--- src/rtl/control_sequencer_pkg.sv ---
// Shared types for the control sequencer: opcodes, ALU encodings, FSM states, instruction and control words.
// Optional shift support is enabled with the CTRL_SEQ_SHIFT_EN macro.
package control_sequencer_pkg;

  typedef enum logic [3:0] {
    OP_NOP = 4'd0,
    OP_LDI = 4'd1,
    OP_ADD = 4'd2,
    OP_SUB = 4'd3,
    OP_AND = 4'd4,
    OP_OR  = 4'd5,
    OP_SHR = 4'd6,
    OP_SHL = 4'd7,
    OP_LD  = 4'd8,
    OP_ST  = 4'd9
  } opcode_e;

  localparam logic [1:0] ALU_ADD   = 2'b00;
  localparam logic [1:0] ALU_AND   = 2'b01;
  localparam logic [1:0] ALU_OR    = 2'b10;
  localparam logic [1:0] ALU_SHIFT = 2'b11;

  typedef logic [2:0] state_t;
  localparam state_t ST_IDLE    = 3'd0;
  localparam state_t ST_STEP1   = 3'd1;
  localparam state_t ST_STEP2   = 3'd2;
  localparam state_t ST_STEP3   = 3'd3;
  localparam state_t ST_ILLEGAL = 3'd4;

  typedef struct packed {
    opcode_e    opcode;
    logic       rd;
    logic       rs;
    logic [7:0] imm;
  } instr_t;

  typedef struct packed {
    logic       alu_oe;
    logic       alu_sub;
    logic [1:0] alu_op;
    logic       alu_bwr;
    logic       alu_shift_left;
    logic       reg_wr0;
    logic       reg_wr1;
    logic       reg_bus_sel;
    logic       reg_bus_en;
    logic       alu_sel;
    logic       ram_addr_en;
    logic       ram_write_en;
    logic       ram_read_sel;
    logic       ram_oe;
    logic       bus_drive;
    logic [7:0] bus_value;
    logic       done;
  } ctrl_t;

  function automatic logic is_legal(input opcode_e op);
    case (op)
      OP_NOP, OP_LDI, OP_ADD, OP_SUB, OP_AND, OP_OR, OP_LD, OP_ST: is_legal = 1'b1;
`ifdef CTRL_SEQ_SHIFT_EN
      OP_SHR, OP_SHL: is_legal = 1'b1;
`else
      OP_SHR, OP_SHL: is_legal = 1'b0;
`endif
      default: is_legal = 1'b0;
    endcase
  endfunction

  function automatic logic [1:0] step_count(input opcode_e op);
    case (op)
      OP_NOP, OP_LDI: step_count = 2'd1;
      OP_LD, OP_ST:   step_count = 2'd2;
      OP_ADD, OP_SUB, OP_AND, OP_OR, OP_SHR, OP_SHL: step_count = 2'd3;
      default: step_count = 2'd1;
    endcase
  endfunction

endpackage

--- src/rtl/control_sequencer_if.sv ---
// Instruction handshake, ALU flag inputs and datapath control outputs of the control sequencer.
interface control_sequencer_if;
  logic        i_instrValid;
  logic [15:0] i_instr;
  logic        o_instrReady;
  logic        i_aluFlagN;
  logic        i_aluFlagZ;
  logic        o_ctrlAluOE;
  logic        o_ctrlAluSub;
  logic [1:0]  o_ctrlAluOp;
  logic        o_ctrlAluBWr;
  logic        o_ctrlAluShiftLeft;
  logic        o_ctrlRegWr0;
  logic        o_ctrlRegWr1;
  logic        o_ctrlRegBusSel;
  logic        o_ctrlRegBusEn;
  logic        o_ctrlAluSel;
  logic        o_ctrlRamAddressEn;
  logic        o_ctrlRamWriteEn;
  logic        o_ctrlRamReadDataSelect;
  logic        o_ctrlRamOE;
  logic [7:0]  o_busValue;
  logic        o_busDrive;
  logic        o_done;
  logic        o_illegal;
  logic        o_flagN;
  logic        o_flagZ;

  modport master (
    output i_instrValid, i_instr, i_aluFlagN, i_aluFlagZ,
    input  o_instrReady, o_ctrlAluOE, o_ctrlAluSub, o_ctrlAluOp, o_ctrlAluBWr,
           o_ctrlAluShiftLeft, o_ctrlRegWr0, o_ctrlRegWr1, o_ctrlRegBusSel,
           o_ctrlRegBusEn, o_ctrlAluSel, o_ctrlRamAddressEn, o_ctrlRamWriteEn,
           o_ctrlRamReadDataSelect, o_ctrlRamOE, o_busValue, o_busDrive,
           o_done, o_illegal, o_flagN, o_flagZ
  );

  modport slave (
    input  i_instrValid, i_instr, i_aluFlagN, i_aluFlagZ,
    output o_instrReady, o_ctrlAluOE, o_ctrlAluSub, o_ctrlAluOp, o_ctrlAluBWr,
           o_ctrlAluShiftLeft, o_ctrlRegWr0, o_ctrlRegWr1, o_ctrlRegBusSel,
           o_ctrlRegBusEn, o_ctrlAluSel, o_ctrlRamAddressEn, o_ctrlRamWriteEn,
           o_ctrlRamReadDataSelect, o_ctrlRamOE, o_busValue, o_busDrive,
           o_done, o_illegal, o_flagN, o_flagZ
  );
endinterface

--- src/rtl/control_sequencer_decoder.sv ---
// control_decoder: combinational opcode + step -> control word. Non-step states decode to all zeros.
// SHL only sets the shift-left control when CTRL_SEQ_SHIFT_EN is defined.
module control_decoder
  import control_sequencer_pkg::*;
(
  input  instr_t instr_i,
  input  state_t step_i,
  output ctrl_t  ctrl_o
);

  // Control word for the step about to execute
  always_comb begin
    ctrl_o = '0;
    case (instr_i.opcode)
      OP_NOP: begin
        ctrl_o.done = (step_i == ST_STEP1);
      end
      OP_LDI: begin
        if (step_i == ST_STEP1) begin
          ctrl_o.bus_drive = 1'b1;
          ctrl_o.bus_value = instr_i.imm;
          ctrl_o.reg_wr0   = ~instr_i.rd;
          ctrl_o.reg_wr1   = instr_i.rd;
          ctrl_o.done      = 1'b1;
        end else begin
          ctrl_o.done = 1'b0;
        end
      end
      OP_ADD, OP_SUB, OP_AND, OP_OR, OP_SHR, OP_SHL: begin
        case (step_i)
          ST_STEP1: begin
            ctrl_o.bus_drive = 1'b1;
            ctrl_o.bus_value = instr_i.imm;
            ctrl_o.alu_bwr   = 1'b1;
            ctrl_o.alu_sel   = instr_i.rs;
          end
          ST_STEP2, ST_STEP3: begin
            ctrl_o.alu_sel = instr_i.rs;
            ctrl_o.alu_sub = (instr_i.opcode == OP_SUB);
            case (instr_i.opcode)
              OP_AND:         ctrl_o.alu_op = ALU_AND;
              OP_OR:          ctrl_o.alu_op = ALU_OR;
              OP_SHR, OP_SHL: ctrl_o.alu_op = ALU_SHIFT;
              default:        ctrl_o.alu_op = ALU_ADD;
            endcase
`ifdef CTRL_SEQ_SHIFT_EN
            ctrl_o.alu_shift_left = (instr_i.opcode == OP_SHL);
`else
            ctrl_o.alu_shift_left = 1'b0;
`endif
            if (step_i == ST_STEP3) begin
              ctrl_o.alu_oe  = 1'b1;
              ctrl_o.reg_wr0 = ~instr_i.rd;
              ctrl_o.reg_wr1 = instr_i.rd;
              ctrl_o.done    = 1'b1;
            end else begin
              ctrl_o.done = 1'b0;
            end
          end
          default: ctrl_o = '0;
        endcase
      end
      OP_ST: begin
        case (step_i)
          ST_STEP1: begin
            ctrl_o.reg_bus_sel = instr_i.rd;
            ctrl_o.reg_bus_en  = 1'b1;
            ctrl_o.ram_addr_en = 1'b1;
          end
          ST_STEP2: begin
            ctrl_o.reg_bus_sel  = instr_i.rs;
            ctrl_o.reg_bus_en   = 1'b1;
            ctrl_o.ram_write_en = 1'b1;
            ctrl_o.done         = 1'b1;
          end
          default: ctrl_o = '0;
        endcase
      end
      OP_LD: begin
        case (step_i)
          ST_STEP1: begin
            ctrl_o.reg_bus_sel = instr_i.rs;
            ctrl_o.reg_bus_en  = 1'b1;
            ctrl_o.ram_addr_en = 1'b1;
          end
          ST_STEP2: begin
            ctrl_o.ram_read_sel = 1'b1;
            ctrl_o.ram_oe       = 1'b1;
            ctrl_o.reg_wr0      = ~instr_i.rd;
            ctrl_o.reg_wr1      = instr_i.rd;
            ctrl_o.done         = 1'b1;
          end
          default: ctrl_o = '0;
        endcase
      end
      default: ctrl_o = '0;
    endcase
  end

endmodule

--- src/rtl/control_sequencer.sv ---
// Multi-step instruction sequencer: accepts one instruction in IDLE and drives registered datapath controls.
// Build with CTRL_SEQ_SHIFT_EN to execute SHR/SHL; otherwise they are treated as illegal opcodes.
module control_sequencer
  import control_sequencer_pkg::*;
(
  input  logic                i_clk,
  input  logic                i_reset,
  control_sequencer_if.slave  bus
);

  state_t     state_q, state_d;
  instr_t     instr_q, instr_d;
  ctrl_t      ctrl_d, ctrl_q;
  logic       ready_q, illegal_q, flag_n_q, flag_z_q;
  logic [1:0] unused_pad_s;

  assign unused_pad_s = bus.i_instr[9:8];

  // Next state and instruction latch; fields only change on acceptance
  always_comb begin
    state_d = state_q;
    instr_d = instr_q;
    case (state_q)
      ST_IDLE: begin
        if (bus.i_instrValid) begin
          instr_d.opcode = opcode_e'(bus.i_instr[15:12]);
          instr_d.rd     = bus.i_instr[11];
          instr_d.rs     = bus.i_instr[10];
          instr_d.imm    = bus.i_instr[7:0];
          state_d        = is_legal(instr_d.opcode) ? ST_STEP1 : ST_ILLEGAL;
        end else begin
          state_d = ST_IDLE;
        end
      end
      ST_STEP1, ST_STEP2, ST_STEP3: begin
        if (state_q[1:0] == step_count(instr_q.opcode)) begin
          state_d = ST_IDLE;
        end else begin
          state_d = state_q + 3'd1;
        end
      end
      ST_ILLEGAL: state_d = ST_IDLE;
      default:    state_d = ST_IDLE;
    endcase
  end

  // Decoding the upcoming step lets the control outputs be registered with no added latency
  control_decoder u_decoder (
    .instr_i (instr_d),
    .step_i  (state_d),
    .ctrl_o  (ctrl_d)
  );

  // State, latched instruction, registered outputs and ALU flags
  always_ff @(posedge i_clk) begin
    if (i_reset) begin
      state_q   <= ST_IDLE;
      instr_q   <= '0;
      ctrl_q    <= '0;
      ready_q   <= 1'b1;
      illegal_q <= 1'b0;
      flag_n_q  <= 1'b0;
      flag_z_q  <= 1'b0;
    end else begin
      state_q   <= state_d;
      instr_q   <= instr_d;
      ctrl_q    <= ctrl_d;
      ready_q   <= (state_d == ST_IDLE);
      illegal_q <= (state_d == ST_ILLEGAL);
      if (state_q == ST_STEP3) begin
        flag_n_q <= bus.i_aluFlagN;
        flag_z_q <= bus.i_aluFlagZ;
      end else begin
        flag_n_q <= flag_n_q;
        flag_z_q <= flag_z_q;
      end
    end
  end

  assign bus.o_instrReady            = ready_q;
  assign bus.o_ctrlAluOE             = ctrl_q.alu_oe;
  assign bus.o_ctrlAluSub            = ctrl_q.alu_sub;
  assign bus.o_ctrlAluOp             = ctrl_q.alu_op;
  assign bus.o_ctrlAluBWr            = ctrl_q.alu_bwr;
  assign bus.o_ctrlAluShiftLeft      = ctrl_q.alu_shift_left;
  assign bus.o_ctrlRegWr0            = ctrl_q.reg_wr0;
  assign bus.o_ctrlRegWr1            = ctrl_q.reg_wr1;
  assign bus.o_ctrlRegBusSel         = ctrl_q.reg_bus_sel;
  assign bus.o_ctrlRegBusEn          = ctrl_q.reg_bus_en;
  assign bus.o_ctrlAluSel            = ctrl_q.alu_sel;
  assign bus.o_ctrlRamAddressEn      = ctrl_q.ram_addr_en;
  assign bus.o_ctrlRamWriteEn        = ctrl_q.ram_write_en;
  assign bus.o_ctrlRamReadDataSelect = ctrl_q.ram_read_sel;
  assign bus.o_ctrlRamOE             = ctrl_q.ram_oe;
  assign bus.o_busDrive              = ctrl_q.bus_drive;
  assign bus.o_busValue              = ctrl_q.bus_value;
  assign bus.o_done                  = ctrl_q.done;
  assign bus.o_illegal               = illegal_q;
  assign bus.o_flagN                 = flag_n_q;
  assign bus.o_flagZ                 = flag_z_q;

endmodule

--- src/flat_wrapper.sv ---
// flat-port wrapper written by rule: the top's interface ports become plain ports
module control_sequencer_flat import control_sequencer_pkg::*;
  (i_clk, i_reset, bus_i_instrValid, bus_i_instr, bus_i_aluFlagN, bus_i_aluFlagZ, bus_o_instrReady, bus_o_ctrlAluOE, bus_o_ctrlAluSub, bus_o_ctrlAluOp, bus_o_ctrlAluBWr, bus_o_ctrlAluShiftLeft, bus_o_ctrlRegWr0, bus_o_ctrlRegWr1, bus_o_ctrlRegBusSel, bus_o_ctrlRegBusEn, bus_o_ctrlAluSel, bus_o_ctrlRamAddressEn, bus_o_ctrlRamWriteEn, bus_o_ctrlRamReadDataSelect, bus_o_ctrlRamOE, bus_o_busValue, bus_o_busDrive, bus_o_done, bus_o_illegal, bus_o_flagN, bus_o_flagZ);
  control_sequencer_if bus_i ();
  input  logic i_clk;
  input  logic i_reset;
  input wire logic [$bits(bus_i.i_instrValid)-1:0] bus_i_instrValid;
  input wire logic [$bits(bus_i.i_instr)-1:0] bus_i_instr;
  input wire logic [$bits(bus_i.i_aluFlagN)-1:0] bus_i_aluFlagN;
  input wire logic [$bits(bus_i.i_aluFlagZ)-1:0] bus_i_aluFlagZ;
  output wire logic [$bits(bus_i.o_instrReady)-1:0] bus_o_instrReady;
  output wire logic [$bits(bus_i.o_ctrlAluOE)-1:0] bus_o_ctrlAluOE;
  output wire logic [$bits(bus_i.o_ctrlAluSub)-1:0] bus_o_ctrlAluSub;
  output wire logic [$bits(bus_i.o_ctrlAluOp)-1:0] bus_o_ctrlAluOp;
  output wire logic [$bits(bus_i.o_ctrlAluBWr)-1:0] bus_o_ctrlAluBWr;
  output wire logic [$bits(bus_i.o_ctrlAluShiftLeft)-1:0] bus_o_ctrlAluShiftLeft;
  output wire logic [$bits(bus_i.o_ctrlRegWr0)-1:0] bus_o_ctrlRegWr0;
  output wire logic [$bits(bus_i.o_ctrlRegWr1)-1:0] bus_o_ctrlRegWr1;
  output wire logic [$bits(bus_i.o_ctrlRegBusSel)-1:0] bus_o_ctrlRegBusSel;
  output wire logic [$bits(bus_i.o_ctrlRegBusEn)-1:0] bus_o_ctrlRegBusEn;
  output wire logic [$bits(bus_i.o_ctrlAluSel)-1:0] bus_o_ctrlAluSel;
  output wire logic [$bits(bus_i.o_ctrlRamAddressEn)-1:0] bus_o_ctrlRamAddressEn;
  output wire logic [$bits(bus_i.o_ctrlRamWriteEn)-1:0] bus_o_ctrlRamWriteEn;
  output wire logic [$bits(bus_i.o_ctrlRamReadDataSelect)-1:0] bus_o_ctrlRamReadDataSelect;
  output wire logic [$bits(bus_i.o_ctrlRamOE)-1:0] bus_o_ctrlRamOE;
  output wire logic [$bits(bus_i.o_busValue)-1:0] bus_o_busValue;
  output wire logic [$bits(bus_i.o_busDrive)-1:0] bus_o_busDrive;
  output wire logic [$bits(bus_i.o_done)-1:0] bus_o_done;
  output wire logic [$bits(bus_i.o_illegal)-1:0] bus_o_illegal;
  output wire logic [$bits(bus_i.o_flagN)-1:0] bus_o_flagN;
  output wire logic [$bits(bus_i.o_flagZ)-1:0] bus_o_flagZ;
  assign bus_i.i_instrValid = bus_i_instrValid;
  assign bus_i.i_instr = bus_i_instr;
  assign bus_i.i_aluFlagN = bus_i_aluFlagN;
  assign bus_i.i_aluFlagZ = bus_i_aluFlagZ;
  assign bus_o_instrReady = bus_i.o_instrReady;
  assign bus_o_ctrlAluOE = bus_i.o_ctrlAluOE;
  assign bus_o_ctrlAluSub = bus_i.o_ctrlAluSub;
  assign bus_o_ctrlAluOp = bus_i.o_ctrlAluOp;
  assign bus_o_ctrlAluBWr = bus_i.o_ctrlAluBWr;
  assign bus_o_ctrlAluShiftLeft = bus_i.o_ctrlAluShiftLeft;
  assign bus_o_ctrlRegWr0 = bus_i.o_ctrlRegWr0;
  assign bus_o_ctrlRegWr1 = bus_i.o_ctrlRegWr1;
  assign bus_o_ctrlRegBusSel = bus_i.o_ctrlRegBusSel;
  assign bus_o_ctrlRegBusEn = bus_i.o_ctrlRegBusEn;
  assign bus_o_ctrlAluSel = bus_i.o_ctrlAluSel;
  assign bus_o_ctrlRamAddressEn = bus_i.o_ctrlRamAddressEn;
  assign bus_o_ctrlRamWriteEn = bus_i.o_ctrlRamWriteEn;
  assign bus_o_ctrlRamReadDataSelect = bus_i.o_ctrlRamReadDataSelect;
  assign bus_o_ctrlRamOE = bus_i.o_ctrlRamOE;
  assign bus_o_busValue = bus_i.o_busValue;
  assign bus_o_busDrive = bus_i.o_busDrive;
  assign bus_o_done = bus_i.o_done;
  assign bus_o_illegal = bus_i.o_illegal;
  assign bus_o_flagN = bus_i.o_flagN;
  assign bus_o_flagZ = bus_i.o_flagZ;
  control_sequencer u_core (.i_clk(i_clk), .i_reset(i_reset), .bus(bus_i));
endmodule
--- config.mk ---
export PLATFORM = sky130hd
export DESIGN_NAME = control_sequencer_flat
export DESIGN_NICKNAME = d
export VERILOG_FILES = /design/src/rtl/control_sequencer_pkg.sv /design/src/rtl/control_sequencer_if.sv /design/src/rtl/control_sequencer_decoder.sv /design/src/rtl/control_sequencer.sv /design/src/flat_wrapper.sv
export SDC_FILE = /design/constraint.sdc
export NUM_CORES = 1
export LEC_CHECK = 0
export ABC_CLOCK_PERIOD_IN_PS = 3950
export CORE_MARGIN = 2
export CORE_UTILIZATION = 45
export CTS_BUF_LIST = sky130_fd_sc_hd__clkbuf_4
export CTS_CLUSTER_SIZE = 28
export DETAILED_ROUTE_END_ITERATION = 16
export PLACE_DENSITY = 0.81
export REMOVE_ABC_BUFFERS = 1
export SLEW_MARGIN = 0
export SYNTH_ARGS = -nofsm -noshare
export SYNTH_HDL_FRONTEND = slang
export SYNTH_HIERARCHICAL = 1
export SYNTH_SLANG_ARGS = --single-unit
export TNS_END_PERCENT = 30
--- constraint.sdc ---
create_clock -name i_clk -period 3.95 [get_ports i_clk]
set_input_delay 0.395 -clock i_clk [delete_from_list [all_inputs] [get_ports i_clk]]
set_output_delay 0.395 -clock i_clk [all_outputs]
set_load 0.01 [all_outputs]
Word level (Yosys, flattened, before mapping):

Memory sizes are Yosys's and may differ from the RTL's. A register that Yosys moved wholly into a read port is not among the register bits.
Cells that the tools add are included.
Widths: inputs -> output; s select.

* flip-flop bits (word level): 46
* bits of input ports: 21
* latch bits: 0
* bits in writable memories: 0
* memories: 2
* output and inout bits: 29
* word-level logic and storage cells: 92
* ROM bits: 48

* bitwise gates (word level): 5
* shifts and indexed selects: 0
* eq/ne operators: 17
* reductions and logical operators: 14
* add/subtract/negate cells: 1
* mux-type cells: 27
* divide/modulo/power cells: 0
* multipliers: 0
* magnitude comparators: 0

Memories
* (no name shown): words 16, width 2, read ports 1, clocked after memory_dff 1, write ports 0, RTL line control_sequencer_pkg.sv:70 `case (op)`
* (no name shown): words 16, width 1, read ports 1, clocked after memory_dff 0, write ports 0, RTL line control_sequencer_pkg.sv:58 `case (op)`

Operators by type and width (count)
* $mux 14: 2
* $pmux 7 s3: 1
* $eq 4x3->1 const B: 4
* $mux 2: 7
* $eq 3x2->1 const B: 4
* $pmux 2 s3: 2
* $reduce_or 3->1: 4
* $reduce_or 2->1: 5
* $mux 3: 3
* $mux 9: 1
* $eq 4x2->1 const B: 2
* $eq 4x4->1 const B: 2
* $mux 1: 7
* $reduce_or 7->1: 1
* $eq 3x1->1 const B: 2
* $logic_not 3->1: 2
* $pmux 3 s2: 1
* $reduce_or 6->1: 1
* $not 1->1: 5
* $eq 4x1->1 const B: 1
* $logic_not 4->1: 1
* $mux 4: 1
* $pmux 1 s4: 1
* $pmux 2 s2: 1
* 3 further kinds: 3

Depth between registers and ports, before layout:

Gate-level depths: netlist of run 1.

* word-level depth: 10
* gate-level depth with buffers: 12
* mapped depth without buffers: 9

By module:

The synthesis of run 1 kept the hierarchy.

By module, submodules not included
* control_sequencer: seq. area each 960.9 um^2, area an instance 1814.2 um^2, cells each 157, times used 1
* control_decoder: seq. area each 0.0 um^2, area an instance 336.6 um^2, cells each 51, times used 1

Least setup slack after synthesis of run 1:

No wires, ideal clock.

* path kind: register -> register
* from: register u_core.state_q[0]
* to: register u_core.ctrl_q, in the netlist u_core/bus.o_busValue[1]
* stages on the path, launching flop included: 10
* arrival: 2.080 ns
* setup slack: 1.738 ns
* data required time: 3.818 ns
* clock period less this slack: 2.212 ns
* setup time: 0.132 ns
* buffers on the path: 2
* path through: dfxtp_1 inv_1 ha_1 and3b_1 buf_6 buf_12 mux2_2 o311a_4 and2_1 nor2b_1

RTL lines
* start, declared: RTL line control_sequencer.sv:11 `state_t state_q, state_d;`
* start signal, assigned: RTL line control_sequencer.sv:65 `state_q <= state_d;`
* end signal, assigned: RTL line control_sequencer.sv:67 `ctrl_q <= ctrl_d;`
* end, declared: RTL line control_sequencer.sv:13 `ctrl_t ctrl_d, ctrl_q;`

==> results.sh, run 1 <==
export IMPL_yosys_warnings=6
export IMPL_ios=50
export IMPL_busiest_layer="met2"
export IMPL_skew_ps=11.76
export IMPL_num_rows=25
export IMPL_report_final_slew_viol_count=0
export IMPL_postLayoutCellArea_sq_um=2650
export IMPL_cts_root_buffer="clkbuf_4"
export IMPL_endpoint_kind="flop"
export IMPL_syn_inst=208
export IMPL_cts_buffers=5
export IMPL_synth_edff_count=0
export IMPL_cts_repair_resize_count=0
export IMPL_cts_sinks=48
export IMPL_ys_async_sr_fraction_pct=0
export IMPL_ys_ff_latch=48
export IMPL_fin_ws_ps=1352
export IMPL_place_congestion=0.8443
export IMPL_ir_drop_mv=0.1670
export IMPL_tritoncts="yes"
export IMPL_met3_usage_pct=4.696
export IMPL_hold_violations=0
export IMPL_cp_start_kind="flop"
export IMPL_min_period_ps=2598
export IMPL_max_freq_mhz=385.0
export IMPL_grtUsageMet1_pct=19.18
export IMPL_vias=1554
export IMPL_drc=0
export IMPL_synth_mux_area_fraction_pct=9.075
export IMPL_synth_compound_area_share_pct=10.01
export IMPL_rr_worst_depth=8
export IMPL_post_cts_repair_setup_buffers=0
export IMPL_min_period_over_period_pct=65.76
export IMPL_synth_top_family_by_area="simple AND/OR/NAND/NOR gates"
export IMPL_fp_dieArea_sq_um=5349
export IMPL_syn_cell_area_sq_um=2151
export IMPL_port_buffers=47
export IMPL_synth_simple_area_share_pct=26.24
export IMPL_h_tree_depth=2
export IMPL_grt_usage_pct=14.76
export IMPL_synth_distinct_cells=44
export IMPL_wl_per_cell_um=12.04
export IMPL_setup_violations=0
export IMPL_hpwl_um=2572
export IMPL_drtIter0Drc=62
export IMPL_chipWidth_um=73.14
export IMPL_grt_pass1_wl_um=6244
export IMPL_holdBufCountCts=0
export IMPL_area_growth_pct=23.21
export IMPL_grt_pass1_vias=1397
export IMPL_tightest_slew_ps=907.6
export IMPL_grt_max_degree=49
export IMPL_ys_flop_type="dfxtp_1"
export IMPL_grt_setup_unrepaired="false"
export IMPL_clk_path_buf_depth=2
export IMPL_pre_cts_ws_ps=1266
export IMPL_critPathKind="reg -> reg"
export IMPL_p_leak_uw=0.001019
export IMPL_outcome="completed"
export IMPL_initial_core_util_pct=46.15
export IMPL_dpl_cell_area_sq_um=2600
export IMPL_avgViaCountPerCell=5.078
export IMPL_die_h_um=73.14
export IMPL_coreArea_sq_um=4661
export IMPL_insertion_delay_ps=350
export IMPL_drv_cap=0
export IMPL_synthXorXnorAreaFrac_pct=0.8144
export IMPL_antenna_found_initial=0
export IMPL_antennaDiodeCount=0
export IMPL_p_total_uw=912.3
export IMPL_synth_seq_area_share_pct=44.68
export IMPL_relSlewSlack_pct=39.49
export IMPL_holdCritPathClass="reg -> reg"
export IMPL_min_path_cells=2
export IMPL_overflow=0
export IMPL_drive_above_1_share_pct=14.68
export IMPL_fin_nets=278
export IMPL_finalSetupTns_ps=0
export IMPL_power_density_nw_per_um2=344.2
export IMPL_grtUsageMet2_pct=23.12
export IMPL_finalWirelength_um=3683
export IMPL_drt_antenna_violating_nets=0
export IMPL_first_pass_iters=4
export IMPL_required_ps=4240
export IMPL_arrival_ps=2890
export IMPL_path_max_fanout=9
export IMPL_synth_avg_cell_area_sq_um=10.34
export IMPL_clkTransAtPathRegs_ps=130
export IMPL_synth_fa_ha_area_share_pct=3.374
## cell usage in the layout, fill, tap and decap left out, types with 6 or more instances in the layout
cell             netlist  layout
nor2b_1               36      36
a21oi_1                8       8
mux2_2                12      12
and2_1                 9       9
nor2_1                 6       6
nand2_1                9       9
clkbuf_4               0       6
dfxtp_1               48      48
inv_1                  8       8
clkdlybuf4s50_1        0      46
## flip-flops by register name, summed over array words and instances (netlist names), named ones only
name,cells
u_core/instr_q,14
u_core/bus.o_busValue,8
u_core/state_q,3
u_core/bus.o_ctrlAluOp,2
u_core/bus.o_busDrive,1
u_core/bus.o_ctrlAluBWr,1
u_core/bus.o_ctrlAluOE,1
u_core/bus.o_ctrlAluSel,1
u_core/bus.o_ctrlAluShiftLeft,1
u_core/bus.o_ctrlAluSub,1
u_core/bus.o_ctrlRamAddressEn,1
u_core/bus.o_ctrlRamOE,1
u_core/bus.o_ctrlRamReadDataSelect,1
u_core/bus.o_ctrlRamWriteEn,1
u_core/bus.o_ctrlRegBusEn,1
u_core/bus.o_ctrlRegBusSel,1
u_core/bus.o_ctrlRegWr0,1
u_core/bus.o_ctrlRegWr1,1
u_core/bus.o_done,1
u_core/bus.o_flagN,1
u_core/bus.o_flagZ,1
u_core/bus.o_illegal,1
u_core/bus.o_instrReady,1
## logic make-up after synthesis
logic type	after synthesis
xor gates and xnor gates	2
adders and majority gates	6
DFF	48
AOI/OAI and AO/OA	28
other	1
muxes	17
and+or+nand+nor	87
buffers and inverters	19
## power by group
part	internal (uW)	total [uW]	switching (uW)
Combinational	93.3	183	89.4
Clock	72.8	216	143
Sequential	505	514	8.58
## through the flow
| stage | util [%] | cells | hold slack (ps) |
|---|---|---|---|
| 2_1_floorplan | - | 197 | 459.3 |
| 3_3_place_gp | 55.79 | 299 | 475.8 |
| 4_1_cts | 56.86 | 306 | 518.5 |
| 6_report | 56.86 | 306 | 509.0 |
| 3_5_place_dp | 55.79 | 299 | 488.9 |
| 5_1_grt | 56.86 | 306 | 545.8 |
## synthesized netlist by cell type (2+ instances only)
| cell | number | area (sq um) |
|---|---|---|
| xor2_1 | 2 | 17.52 |
| o221ai_1 | 3 | 26.28 |
| buf_6 | 3 | 33.78 |
| mux2i_1 | 3 | 30.03 |
| ha_1 | 5 | 62.56 |
| nand3b_1 | 2 | 15.01 |
| o21ba_2 | 3 | 30.03 |
| nor4_1 | 2 | 12.51 |
| nand3_1 | 3 | 15.01 |
| nor3_1 | 2 | 10.01 |
| nor2_1 | 6 | 22.52 |
| inv_1 | 8 | 30.03 |
| o21ai_0 | 4 | 20.02 |
| mux2_2 | 12 | 135.1 |
| and2b_1 | 2 | 15.01 |
| buf_4 | 3 | 22.52 |
| nor2b_4 | 3 | 41.29 |
| nor3b_1 | 3 | 22.52 |
| nand2_1 | 9 | 33.78 |
| dfxtp_1 | 48 | 960.9 |
| and2_1 | 9 | 56.30 |
| mux2_4 | 2 | 30.03 |
| nor2b_1 | 36 | 225.2 |
| nor2_2 | 2 | 12.51 |
| a21o_1 | 2 | 15.01 |
| or2b_1 | 2 | 15.01 |
| o211ai_1 | 2 | 15.01 |
| clkbuf_1 | 4 | 15.01 |
| a21oi_1 | 8 | 40.04 |
## critical path, stage by stage (launching register included)
cell      delay, ps
dfxtp_1         470
ha_1            180
ha_1            320
o22ai_1         210
nor2_1          500
nor3b_4         360
nand4_1         200
a21boi_1        150
nor2b_1         130
## metal layers
layer | vias up | wire, um
met5 | - | 0
met4 | 0 | 51
met3 | 6 | 201
met2 | 48 | 1666
met1 | 718 | 1763
li1 | 782 | -
## worst paths after layout
| check | start | endpoint | slack, ps |
|---|---|---|---|
| max | u_core/state_q[0]$_SDFF_PP0_ | u_core/bus.o_ctrlRegWr1$_SDFF_PP0_ | 1350 |
| min | u_core/bus.o_flagN$_SDFFE_PP0N_ | u_core/bus.o_flagN$_SDFFE_PP0N_ | 510 |
| max reg2reg | u_core/state_q[0]$_SDFF_PP0_ | u_core/bus.o_ctrlRegWr1$_SDFF_PP0_ | 1350 |
| min reg2reg | u_core/bus.o_flagN$_SDFFE_PP0N_ | u_core/bus.o_flagN$_SDFFE_PP0N_ | 510 |
## final cells by class
cell class	instances	area, sq um
Inverter	8	30.03
Clock buffer	6	45.04
Clock inverter	1	5.005
Multi-Input combinational cell	141	1069
Tap cell	54	67.56
Timing Repair Buffer	48	473.0
Sequential cell	48	960.9
Fill cell	413	2011
Power figures use the tool's default switching activity.
==> run 2: changes to the inputs <==
- ABC_CLOCK_PERIOD_IN_PS: 3950 -> 2500
- clock period: 3.95 -> 2.5 ns (I/O delays scaled with it)
==> run 2 against run 1 <==
Effect of this change:
- maximum frequency grew 12%
- sequential power up 58%
- cell count grew 1.6%
==> results.sh, run 2 (synthesis results as in run 1) <==
export IMPL_cp_slowest_cell="dfxtp_2"
export IMPL_required_ps=2800
export IMPL_cp_start_kind="flop"
export IMPL_grt_pass1_vias=1481
export IMPL_port_buffers=47
export IMPL_power_density_nw_per_um2=542.5
export IMPL_drc=0
export IMPL_tightest_slew_ps=929.3
export IMPL_fillCellCount=412
export IMPL_wl_per_cell_um=12.77
export IMPL_place_congestion=0.7989
export IMPL_max_freq_mhz=432.1
export IMPL_skew_ps=9.747
export IMPL_largest_reg_flops=14
export IMPL_cts_root_buffer="clkbuf_4"
export IMPL_first_pass_iters=4
export IMPL_report_final_slew_viol_count=0
export IMPL_drt_antenna_violating_nets=0
export IMPL_worst_hold_slack_ps=495.6
export IMPL_relSlewSlack_pct=38.04
export IMPL_crit_chain="inv_1 -> ha_1 -> o21ba_2 -> o221ai_1 -> nand2_1 -> buf_4 -> nor3b_4 -> nand4_1 -> a21oi_1 -> nor2b_1"
export IMPL_endpoint="u_core/bus.o_ctrlRegWr0$_SDFF_PP0_"
export IMPL_critPathBufInv=2
export IMPL_fin_nets=282
export IMPL_antennaDiodeCount=0
export IMPL_ir_drop_mv=0.2604
export IMPL_path_max_fanout=6
export IMPL_startpoint="u_core/state_q[0]$_SDFF_PP0_"
export IMPL_cts_buffers=5
export IMPL_coreArea_sq_um=4661
export IMPL_clkTransAtPathRegs_ps=130
export IMPL_holdCritPathClass="in -> reg"
export IMPL_chipWidth_um=73.14
export IMPL_h_tree_depth=2
export IMPL_min_period_ps=2314
export IMPL_final_cell_mix="dfxtp_1, clkdlybuf4s50_1, nor2b_1"
export IMPL_critPathKind="reg -> reg"
export IMPL_drtIter0Drc=86
export IMPL_holdBufCountCts=0
export IMPL_area_growth_pct=24.96
export IMPL_hpwl_um=2685
export IMPL_drive_above_1_share_pct=16.34
export IMPL_min_period_over_period_pct=92.57
export IMPL_num_rows=25
export IMPL_p_leak_uw=0.001042
export IMPL_finalWirelength_um=3972
export IMPL_rr_worst_depth=10
export IMPL_cp_depth=10
export IMPL_grt_usage_pct=16.08
export IMPL_postLayoutCellArea_sq_um=2688
export IMPL_vias=1561
export IMPL_pre_cts_ws_ps=141.8
export IMPL_cp_slowest_stage_delay_ps=430
export IMPL_cts_sinks=48
export IMPL_multi_input_area_sq_um=1074
export IMPL_finalSetupTns_ps=0
export IMPL_layout_commonest_cell="dfxtp_1"
export IMPL_drv_cap=0
export IMPL_dpl_cell_area_sq_um=2630
export IMPL_seq_area_sq_um=962.2
export IMPL_outcome="completed"
export IMPL_r2r_setup_slack_ps=190
export IMPL_arrival_ps=2620
export IMPL_reg2reg_to="u_core/bus.o_ctrlRegWr0$_SDFF_PP0_"
export IMPL_tritoncts="yes"
export IMPL_die_h_um=73.14
export IMPL_grt_pass1_wl_um=6741
export IMPL_ios=50
export IMPL_fp_dieArea_sq_um=5349
export IMPL_overflow=0
export IMPL_antenna_found_initial=0
export IMPL_clk_path_buf_depth=2
export IMPL_setup_violations=0
export IMPL_grt_setup_unrepaired="false"
export IMPL_top_register="u_core/instr_q"
export IMPL_rr_startpoint="u_core/state_q[0]$_SDFF_PP0_"
export IMPL_fin_ws_ps=185.8
export IMPL_endpoint_kind="flop"
export IMPL_fin_util_pct=57.66
export IMPL_initial_core_util_pct=46.15
export IMPL_crit_family="simple AND/OR/NAND/NOR gates"
export IMPL_grt_max_degree=49
export IMPL_hold_violations=0
export IMPL_avgViaCountPerCell=5.019
export IMPL_insertion_delay_ps=360
## run 2: cell count changes in the layout (fill, tap and decap cells not counted)
cell      change
clkinv_2      +1
dfxtp_2       +1
clkbuf_4      -1
nor2_2        -1
dfxtp_1       -1
clkinv_1      +1
nor2_4        +1
buf_4         +4
## run 2: timing repair
action	4_1_cts	5_1_grt
resized for setup	0	2
buffers inserted	0	0
endpoints found under the setup margin	0	14
endpoints found under the hold margin	0	0
## run 2: stage by stage
step	power (uW)	std cells
after global placement	1122	303
after detailed placement	1129	303
after CTS	1469	311
after global routing	1531	311
final	1458	311
after floorplan	1015	197
## run 2: area by class of cell
type                       count  share of cell area, %
inverter                       8                  1.117
clock buffer                   5                  1.397
sequential                    48                  35.80
tap                           54                  2.514
multi-input combinational    141                  39.94
timing repair buffer          52                  18.72
clock inverter                 3                 0.5121
## run 2: worst min-delay path by stage
stage,slack (ps),end,startpoint,depth (start not counted)
after CTS,500,u_core/bus.o_flagZ$_SDFFE_PP0N_,bus_i_aluFlagZ,3
after global placement,480,u_core/bus.o_flagZ$_SDFFE_PP0N_,u_core/bus.o_flagZ$_SDFFE_PP0N_,2
final,500,u_core/bus.o_flagZ$_SDFFE_PP0N_,bus_i_aluFlagZ,3
after floorplan,310,u_core/instr_q[10]$_SDFF_PP0_,i_reset,1
after detailed placement,490,u_core/bus.o_flagN$_SDFFE_PP0N_,u_core/bus.o_flagN$_SDFFE_PP0N_,2
after global routing,510,u_core/bus.o_flagN$_SDFFE_PP0N_,bus_i_aluFlagN,3
## run 2: where the power goes
group / leakage [uW] / total, uW / internal, uW / switching (uW)
combinational: 0.000619 / 306 / 156 / 149
clock: 0.0000324 / 339 / 104 / 236
sequential: 0.000391 / 813 / 799 / 13.8
## run 2: per-layer routing
layer / up-vias / track usage [%] / part of all wire, %
li1: 785 / - / -
met2: 39 / 24.92 / 45
met4: 0 / 5.144 / 1.4
met3: 5 / 5.110 / 6.1
met5: - / 0 / 0
met1: 732 / 21.26 / 47
## run 2: worst reg2reg max path, stage by stage, from the launching register on
cell and delay [ps]:
dfxtp_2 430, inv_1 100, ha_1 200, o21ba_2 230
o221ai_1 240, nand2_1 140, buf_4 180, nor3b_4 250
nand4_1 200, a21oi_1 150, nor2b_1 130
